`config.mk`:
```
export PLATFORM = sky130hd
export DESIGN_NAME = branch_predict_ctrl
export DESIGN_NICKNAME = d
export VERILOG_FILES = /design/src/rtl/branch_predict_ctrl.sv
export SDC_FILE = /design/constraint.sdc
export NUM_CORES = 1
export LEC_CHECK = 0
export CORE_MARGIN = 2
export CORE_UTILIZATION = 45
export CTS_BUF_LIST = sky130_fd_sc_hd__clkbuf_16
export DETAILED_ROUTE_END_ITERATION = 10
export GPL_TIMING_DRIVEN = 1
export PLACE_DENSITY = 0.67
export SLEW_MARGIN = 20
export SYNTH_ARGS = -nofsm -noshare
export SYNTH_HDL_FRONTEND = slang
export SYNTH_SLANG_ARGS = --single-unit
```
`constraint.sdc`:
```
create_clock -name clock -period 11.1 [get_ports clock]
set_clock_uncertainty 0.05 [all_clocks]
set_input_delay 1.11 -clock clock [delete_from_list [all_inputs] [get_ports clock]]
set_output_delay 1.11 -clock clock [all_outputs]
set_load 0.02 [all_outputs]
```
`src/rtl/branch_predict_ctrl.sv`:
```
`default_nettype none
// ============================================================================
// Module   : branch_predict_ctrl
// Purpose  : Dynamic conditional-branch predictor with mispredict recovery.
//            Decode queries a table of 2-bit saturating counters for a
//            taken/not-taken guess on bne/blt/bex. Predicted branches are
//            held in order in a small FIFO until execute resolves the oldest
//            one. Each resolve trains the counter of that branch. A wrong
//            guess clears the FIFO, holds flush for FLUSH_CYCLES cycles and
//            drives the corrected fetch PC.
// Revision : 1.0  initial release
// ----------------------------------------------------------------------------
// Ports
//   clock            in   single clock, rising-edge
//   reset_n          in   synchronous, active-low reset
//   lookup_valid     in   decode holds a conditional branch this cycle
//   lookup_pc        in   word-address PC of that branch
//   lookup_target    in   computed branch target
//   lookup_accept    out  branch enqueued this cycle
//   predict_taken    out  prediction for lookup_pc (combinational)
//   stall            out  queue full, decode must hold
//   resolve_valid    in   execute resolved the oldest in-flight branch
//   resolve_taken    in   actual outcome of that branch
//   flush            out  squash F/D contents (registered)
//   redirect_pc      out  corrected fetch PC, valid while flush=1 (registered)
//   inflight_count   out  number of queued unresolved branches
//   mispredict_count out  mispredict performance counter, wraps at 2^32
// ============================================================================
module branch_predict_ctrl #(
   parameter int IDX_BITS     = 6,
   parameter int DEPTH_BITS   = 2,
   parameter int FLUSH_CYCLES = 2
) (
   input  logic                  clock,
   input  logic                  reset_n,
   input  logic                  lookup_valid,
   input  logic [31:0]           lookup_pc,
   input  logic [31:0]           lookup_target,
   output logic                  lookup_accept,
   output logic                  predict_taken,
   output logic                  stall,
   input  logic                  resolve_valid,
   input  logic                  resolve_taken,
   output logic                  flush,
   output logic [31:0]           redirect_pc,
   output logic [DEPTH_BITS:0]   inflight_count,
   output logic [31:0]           mispredict_count
);

   localparam int c_TABLE_SIZE = 1 << IDX_BITS;
   localparam int c_QDEPTH     = 1 << DEPTH_BITS;
   // Flush down-counter only has to hold FLUSH_CYCLES-1.
   localparam int c_FCW        = (FLUSH_CYCLES > 2) ? $clog2(FLUSH_CYCLES) : 1;

   typedef enum logic [0:0] {
      ST_RUN   = 1'b0,
      ST_FLUSH = 1'b1
   } state_t;

   // Prediction table and in-flight FIFO storage
   logic [1:0]            r_table  [c_TABLE_SIZE];
   logic [31:0]           r_qPc    [c_QDEPTH];
   logic [31:0]           r_qTarget[c_QDEPTH];
   logic                  r_qPred  [c_QDEPTH];
   logic [DEPTH_BITS-1:0] r_head;
   logic [DEPTH_BITS-1:0] r_tail;
   logic [DEPTH_BITS:0]   r_count;

   // Recovery state
   state_t                r_state;
   logic [c_FCW-1:0]      r_flushCnt;
   logic                  r_flush;
   logic [31:0]           r_redirectPc;
   logic [31:0]           r_mispredictCount;

   logic                  w_run;
   logic                  w_full;
   logic                  w_resolveAcc;
   logic                  w_mispredict;
   logic                  w_push;
   logic [IDX_BITS-1:0]   w_trainIdx;
   logic [1:0]            w_trainOld;
   logic [1:0]            w_trainNew;
   logic                  w_unusedPcBits;

   assign w_run        = (r_state == ST_RUN);
   assign w_full       = (r_count == (DEPTH_BITS+1)'(c_QDEPTH));
   assign w_resolveAcc = resolve_valid & w_run & (r_count != '0);
   assign w_mispredict = w_resolveAcc & (resolve_taken != r_qPred[r_head]);
   // A pop does not free a slot for a same-cycle push when full (w_full is
   // the pre-pop view), and a mispredict drops the lookup as wrong-path.
   assign w_push       = lookup_valid & ~w_full & w_run & ~w_mispredict;

   assign w_trainIdx   = r_qPc[r_head][IDX_BITS-1:0];
   assign w_trainOld   = r_table[w_trainIdx];

   always_comb begin
      w_trainNew = w_trainOld;
      if (resolve_taken) begin
         if (w_trainOld != 2'b11) w_trainNew = w_trainOld + 2'b01;
      end else begin
         if (w_trainOld != 2'b00) w_trainNew = w_trainOld - 2'b01;
      end
   end

   // Table read sees the pre-update value when training hits the same index.
   assign predict_taken    = r_table[lookup_pc[IDX_BITS-1:0]][1];
   assign lookup_accept    = w_push;
   assign stall            = w_full;
   assign flush            = r_flush;
   assign redirect_pc      = r_redirectPc;
   assign inflight_count   = r_count;
   assign mispredict_count = r_mispredictCount;

   // Upper PC bits take no part in indexing.
   assign w_unusedPcBits   = ^lookup_pc[31:IDX_BITS];

   // Counter table: reset to weakly not-taken, trained on every accepted resolve
   always_ff @(posedge clock) begin
      if (!reset_n) begin
         for (int i = 0; i < c_TABLE_SIZE; i++) begin
            r_table[i] <= 2'b01;
         end
      end else if (w_resolveAcc) begin
         r_table[w_trainIdx] <= w_trainNew;
      end
   end

   // FIFO pointers and occupancy; a mispredict discards every younger entry
   always_ff @(posedge clock) begin
      if (!reset_n) begin
         r_head  <= '0;
         r_tail  <= '0;
         r_count <= '0;
      end else if (w_mispredict) begin
         r_head  <= '0;
         r_tail  <= '0;
         r_count <= '0;
      end else begin
         if (w_push)       r_tail <= r_tail + 1'b1;
         if (w_resolveAcc) r_head <= r_head + 1'b1;
         if (w_push && !w_resolveAcc) begin
            r_count <= r_count + 1'b1;
         end else if (!w_push && w_resolveAcc) begin
            r_count <= r_count - 1'b1;
         end
      end
   end

   // FIFO payload needs no reset: only slots behind valid pointers are read.
   always_ff @(posedge clock) begin
      if (w_push) begin
         r_qPc[r_tail]     <= lookup_pc;
         r_qTarget[r_tail] <= lookup_target;
         r_qPred[r_tail]   <= predict_taken;
      end
   end

   // RUN/FLUSH recovery machine with registered flush/redirect outputs
   always_ff @(posedge clock) begin
      if (!reset_n) begin
         r_state           <= ST_RUN;
         r_flush           <= 1'b0;
         r_flushCnt        <= '0;
         r_redirectPc      <= '0;
         r_mispredictCount <= '0;
      end else begin
         case (r_state)
            ST_RUN: begin
               if (w_mispredict) begin
                  r_state           <= ST_FLUSH;
                  r_flush           <= 1'b1;
                  r_flushCnt        <= c_FCW'(FLUSH_CYCLES - 1);
                  r_redirectPc      <= resolve_taken ? r_qTarget[r_head]
                                                     : r_qPc[r_head] + 32'd1;
                  r_mispredictCount <= r_mispredictCount + 32'd1;
               end
            end
            ST_FLUSH: begin
               if (r_flushCnt == '0) begin
                  r_state <= ST_RUN;
                  r_flush <= 1'b0;
               end else begin
                  r_flushCnt <= r_flushCnt - 1'b1;
               end
            end
            default: begin
               r_state <= ST_RUN;
               r_flush <= 1'b0;
            end
         endcase
      end
   end

endmodule
`default_nettype wire
```
==> impl_metrics.csv, run 1 <==
group,metric,value,unit
status,status,"finished, final reports clean",
clocking,postCtsSetupBuffers,0,
pwr,p_leak,7.720,nW
pwr,total_power,5.686,mW
synth,postSynthNetCount,1574,
route,ant_nets,0,
route,number_of_vias_per_cell,5.778,
clocking,ctsHtreeMaxLevel,2,
placement,buffer_ports.inserted,139,
setup_path,crit_path_class,"reg2out",
sta,rsz0062_at_grt,"false",
worst_hold_path,min_delay_worst_endpoint,"redirect_pc[7]",
layout,design.final.nets,1684,
placement,place.detailed.hpwl,32.47,mm
layout,drive_above_1_share,0.1365,
worst_hold_path,min_from,"redirect_pc[7]",
global_routing,grt_usage,0.2132,
synth,post_synth_arst_share,0,
run,maxCapViolCount,0,
clocking,clock_sink_count,464,
layout,multiInputGateArea,6730,sq um
synth,postSynthCellCount,1498,
pwr,comb_power_share,0.321,
layout,finalCoreUtilization,0.5298,
setup_path,crit_path_max_fanout,39,
worst_hold_path,hold_class,"reg2reg",
global_routing,grt_first_pass_wirelength,76.45,mm
synth,synth_seq_cells,464,
worst_hold_path,hold_path_stages,2,
pwr,internal-power,3.707,mW
pwr,seq_power_share,0.389,
layout,most_common_cell_after_layout_fill_and_taps_aside,"edfxtp_1",
placement,post-place-ws,5.535,ns
layout,mostFrequentLayoutCells,"388 x edfxtp_1, 208 x nand2_1, 137 x clkdlybuf4s50_1",
sta,timing.final.max_slew_violations,0,
setup_path,register_to_register_setup_slack,5.56,ns
global_routing,grt_start_max_net_pins,105,
setup_path,cp_data_required_time,9.94,ns
sta,hold_violations,0,
synth,yosys_warns,0,
synth,synthDistinctLibCells,61,
floorplanning,die_h,217.3,um
sta,post-route-min-period,5.706,ns
setup_path,r2r_end,"r_table[17][0]",
pwr,power.net_switching,1.979,mW
clocking,cts_hold_repair.buffers,0,
pwr,clock_power_share,0.289,
clocking,clk_pin_slew,0.06,ns
floorplanning,core.rowCount,78,
placement,gp_routability_congestion,0.9265,
sta,post-route-worst-setup-slack,5.394,ns
clocking,cts_tree,"yes",
synth,synth-seq-area-share,0.6432,
clocking,clockRootBuffer,"clkbuf_16",
pwr,swShare,0.3481,
route,route.vias.total,13000,
setup_path,worst_r2r_path_depth,13,
setup_path,cp-start-kind,"flip-flop",
setup_path,arrival,4.55,ns
floorplanning,coreArea,45190,sq um
pwr,irDropWorstVdd,0.0002329,V
global_routing,initial_antenna_violation_count,3,
route,drt_first_pass_iters,5,
synth,mappedNetlistArea,20480,sq um
global_routing,first_global_vias,12780,
floorplanning,ios,140,
synth,edff_count_synth,388,
floorplanning,floorplan.initialDensity,0.4532,
sta,setup_violations,0,
global_routing,grt_overflow,0,
synth,netlist.top_cell.by_area,"edfxtp_1",
synth,post_synth.cell_area_avg,13.67,sq um
floorplanning,fp.dieW,217.3,um
sta,post-route-period-util,0.5140,
clocking,cts_repair_resize_count,0,
layout,seq_area,13180,sq um
floorplanning,floorplan.die_area,47230,sq um
synth,top_reg_cell_synth,"edfxtp_1",
sta,fmaxAchievable,0.1753,GHz
route,routed_wirelength,50.36,mm
route,routed_wire_length_per_instance,22.39,um
clocking,inserted_clock_buffers,48,
synth,yosysTopAreaCellShare,0.5689,
sta,setup_tns_after_final_layout,0,ns
layout,layout-area-overhead-vs-synth,16.91,%
sta,timing_worst_slew_pin_value,1.104,ns
sta,timing.slew.headroom,0.2616,
pwr,p_per_area,237.5,nW/um^2
route,drt_drc_violations_left,0,
layout,filler_cell_count,3724,
setup_path,worst_setup_path_end_kind,"output pin",
clocking,clkLatencyLatePin,0.60,ns
clocking,clock_path_buffers,3,
synth,yosys-top-cells-area,"edfxtp_1 57%, mux4_2 9.9%, dfxtp_1 7.4%",
route,drt_first_iter_violations,1194,
-- Yosys cell counts, types with 10 or more instances --
| cell | n |
|---|---|
| edfxtp_1 | 388 |
| nand2_1 | 208 |
| nand3_1 | 105 |
| nor2_1 | 91 |
| mux4_2 | 90 |
| dfxtp_1 | 76 |
| o21ai_0 | 62 |
| clkbuf_1 | 60 |
| xnor2_1 | 40 |
| and2_1 | 36 |
| nor3_1 | 27 |
| and3_1 | 24 |
| a21boi_0 | 23 |
| a21oi_1 | 23 |
| mux2i_1 | 22 |
| nand4_1 | 20 |
| xor2_1 | 20 |
| buf_2 | 16 |
| buf_6 | 15 |
| inv_1 | 14 |
| nor2b_1 | 13 |
| or3_1 | 11 |
| buf_1 | 10 |
-- logic make-up (layout without fill, tap and decap cells) --
| logic type | after synthesis | count (layout) | synth area share |
|---|---|---|---|
| and+or+nand+nor | 553 | 553 | 0.1262 |
| muxes | 122 | 122 | 0.1160 |
| adders and majority gates | 9 | 9 | 0.005621 |
| buffers and inverters | 123 | 273 | 0.03031 |
| xor gates and xnor gates | 60 | 60 | 0.02566 |
| DFF | 464 | 464 | 0.6432 |
| other | 0 | 1 | 0 |
| AOI/OAI and AO/OA | 167 | 167 | 0.05303 |
-- per-layer routing --
metal  GRT usage  vias up  wire [um]
met2      0.3389      521      23740
li1            -     5864          -
met1      0.2919     6499      21190
met4     0.07626        2       1542
met5           0        -         14
met3     0.04403      109       3875
-- final cells by class --
cell class,instances,share of cell area
antenna,1,0.0001045
clock buffer,50,0.05226
clock inverter,40,0.01537
inverter,15,0.002352
multi-input combinational,911,0.2811
sequential,464,0.5505
tap,600,0.03136
timing repair buffer,168,0.06690
-- sequential cells by signal, summed over array words and instances (netlist names), named ones only --
| name | count |
|---|---|
| flush | 1 |
| inflight_count | 3 |
| mispredict_count | 32 |
| r_flushCnt | 1 |
| r_head | 2 |
| r_qPc | 128 |
| r_qPred | 4 |
| r_qTarget | 128 |
| r_state | 1 |
| r_table | 128 |
| r_tail | 2 |
| redirect_pc | 32 |
-- power groups by stage --
stage	Combinational (mW)	Sequential [mW]	Clock [mW]
floorplan	1.40	2.25	0
global placement	1.80	2.24	0
detailed placement	1.82	2.25	0
CTS	1.83	2.22	1.68
global route	1.97	2.23	1.74
finish	1.83	2.21	1.65
-- stage by stage --
stage / instances / hold WS, ns / cell area [sq um]
6_report: 2249 / 0.4181 / 23940
5_1_grt: 2249 / 0.4422 / 23940
4_1_cts: 2248 / 0.4177 / 23930
3_5_place_dp: 2158 / 0.4098 / 22310
3_3_place_gp: 2158 / 0.4040 / 22310
2_1_floorplan: 1498 / 0.4071 / 20480
-- worst max-delay path, stage by stage (launching register included) --
cell and delay (ns):
dfxtp_4 0.57, buf_4 0.56, mux4_2 0.59, xnor2_1 0.48
or2_2 0.82, nand2_1 0.16, inv_1 0.13, clkdlybuf4s50_1 0.61
-- worst max path at each step --
stage,startpoint,endpoint,slack [ns],depth (start not counted)
after floorplan,lookup_pc[0],predict_taken,6.32,5
after global placement,lookup_pc[1],predict_taken,5.59,5
after CTS,flip-flop,lookup_accept,5.23,7
final,flip-flop,lookup_accept,5.39,7
after detailed placement,lookup_pc[1],predict_taken,5.54,5
after global routing,flip-flop,lookup_accept,5.08,7
Power figures use the tool's default switching activity.
==> inputs of run 2 (changes only) <==
- clock period: 11.1 -> 5.3 ns (I/O delays scaled with it)
==> impl_metrics.csv, run 2 (synthesis gave the netlist of run 1 again) <==
group,metric,value,unit
setup_path,cp_data_required_time,5.59,ns
layout,most_common_cell_after_layout_fill_and_taps_aside,"edfxtp_1",
layout,mostFrequentLayoutCells,"388 x edfxtp_1, 208 x nand2_1, 137 x clkdlybuf4s50_1",
layout,multiInputGateArea,6730,sq um
sta,setup_violations,0,
route,number_of_vias_per_cell,5.802,
clocking,clockRootBuffer,"clkbuf_16",
status,status,"finished, final reports clean",
setup_path,crit_path_max_fanout,26,
layout,finalCoreUtilization,0.5344,
clocking,cts_hold_repair.buffers,0,
layout,final_cells,2260,
setup_path,worst_r2r_path_depth,9,
worst_hold_path,min_from,"redirect_pc[2]",
route,drt_drc_violations_left,0,
layout,top_regs,"r_qPc x128, r_qTarget x128, r_table x128",
floorplanning,ios,140,
clocking,clock_path_buffers,3,
sta,post-route-min-period,4.366,ns
placement,post-place-ws,0.9961,ns
route,routed_wirelength,51.16,mm
floorplanning,core.rowCount,78,
global_routing,grt_first_pass_wirelength,77.69,mm
clocking,postCtsSetupBuffers,0,
clocking,clock_sink_count,464,
layout,drive_above_1_share,0.1423,
pwr,total_power,12.21,mW
sta,timing_worst_slew_pin_value,0.9217,ns
placement,gp_routability_congestion,0.9264,
setup_path,worst_setup_path_end_kind,"flip-flop",
pwr,irDropWorstVdd,0.0005825,V
sta,post-route-worst-setup-slack,0.9337,ns
placement,buffer_ports.inserted,139,
floorplanning,fp.dieW,217.3,um
worst_hold_path,hold_class,"reg2reg",
clocking,clk_pin_slew,0.06,ns
setup_path,r2r_end,"r_table[35][1]",
pwr,p_leak,7.819,nW
setup_path,arrival,4.66,ns
sta,rsz0062_at_grt,"false",
route,drt_first_iter_violations,1207,
sta,post-route-period-util,0.8238,
layout,seq_area,13180,sq um
clocking,ctsHtreeMaxLevel,2,
sta,setup_tns_after_final_layout,0,ns
sta,hold_violations,0,
clocking,cts_repair_resize_count,0,
global_routing,initial_antenna_violation_count,4,
floorplanning,coreArea,45190,sq um
layout,filler_cell_count,3704,
setup_path,cp-start-kind,"flip-flop",
floorplanning,floorplan.die_area,47230,sq um
global_routing,grt_start_max_net_pins,77,
placement,dpl.cell_count,2172,
clocking,cts_tree,"yes",
sta,timing.slew.headroom,0.3836,
floorplanning,floorplan.initialDensity,0.4532,
layout,layout-area-overhead-vs-synth,17.92,%
global_routing,grt_usage,0.2172,
setup_path,crit_end,"r_table[35][1]",
sta,timing.final.max_slew_violations,0,
route,routed_wire_length_per_instance,22.64,um
layout,design.final.nets,1698,
route,route.vias.total,13110,
sta,fmaxAchievable,0.2290,GHz
floorplanning,die_h,217.3,um
pwr,p_per_area,505.8,nW/um^2
clocking,clkLatencyLatePin,0.61,ns
clocking,inserted_clock_buffers,48,
setup_path,register_to_register_setup_slack,0.93,ns
route,ant_nets,0,
global_routing,grt_overflow,0,
setup_path,crit_path_class,"reg2reg",
global_routing,first_global_vias,13030,
run,maxCapViolCount,0,
route,drt_first_pass_iters,6,
placement,place.detailed.hpwl,33.03,mm
-- run 2: cell type report --
class	instances	share of cell area
Sequential cell	464	0.5458
Multi-Input combinational cell	911	0.2787
Timing Repair Buffer	182	0.07378
Clock buffer	48	0.04974
Tap cell	600	0.03109
Clock inverter	39	0.01845
Inverter	15	0.002332
Antenna cell	1	0.0001036
-- run 2: metrics by stage --
stage | area [sq um] | hold WS (ns)
floorplan | 20480 | 0.4071
global placement | 22490 | 0.4042
detailed placement | 22490 | 0.4110
CTS | 24140 | 0.4243
global route | 24150 | 0.4400
finish | 24150 | 0.4231
-- run 2: how the worst min path moves through the flow --
stage | endpoint | slack (ns) | cells past startpoint
2_1_floorplan | r_flushCnt | 0.41 | 2
3_3_place_gp | redirect_pc[7] | 0.40 | 2
3_5_place_dp | redirect_pc[7] | 0.41 | 2
4_1_cts | redirect_pc[3] | 0.42 | 2
5_1_grt | redirect_pc[3] | 0.44 | 2
6_report | redirect_pc[2] | 0.42 | 2
-- run 2: report_power, final --
| part | internal, mW | total (mW) | leakage [nW] | switching [mW] |
|---|---|---|---|---|
| sequential | 4.44 | 4.65 | 4.09 | 0.212 |
| combinational | 1.46 | 4.05 | 2.88 | 2.59 |
| clock | 2.05 | 3.51 | 0.846 | 1.46 |
-- run 2: worst max-delay path: stages, from the launching register on --
cell and delay, ns:
dfxtp_4 0.64, mux4_2 0.84, and2_0 0.47, a221oi_1 0.31, o21ai_0 0.20, a211oi_1 0.34
nor4bb_1 0.34, maj3_2 0.55, buf_12 0.24, nor2_1 0.06
-- run 2: layer usage --
layer | share of wire | GRT usage | up-vias
li1 | - | - | 5881
met4 | 0.031 | 0.07717 | 6
met5 | 0.00080 | 0 | -
met1 | 0.41 | 0.2961 | 6501
met3 | 0.080 | 0.04305 | 132
met2 | 0.48 | 0.3485 | 592
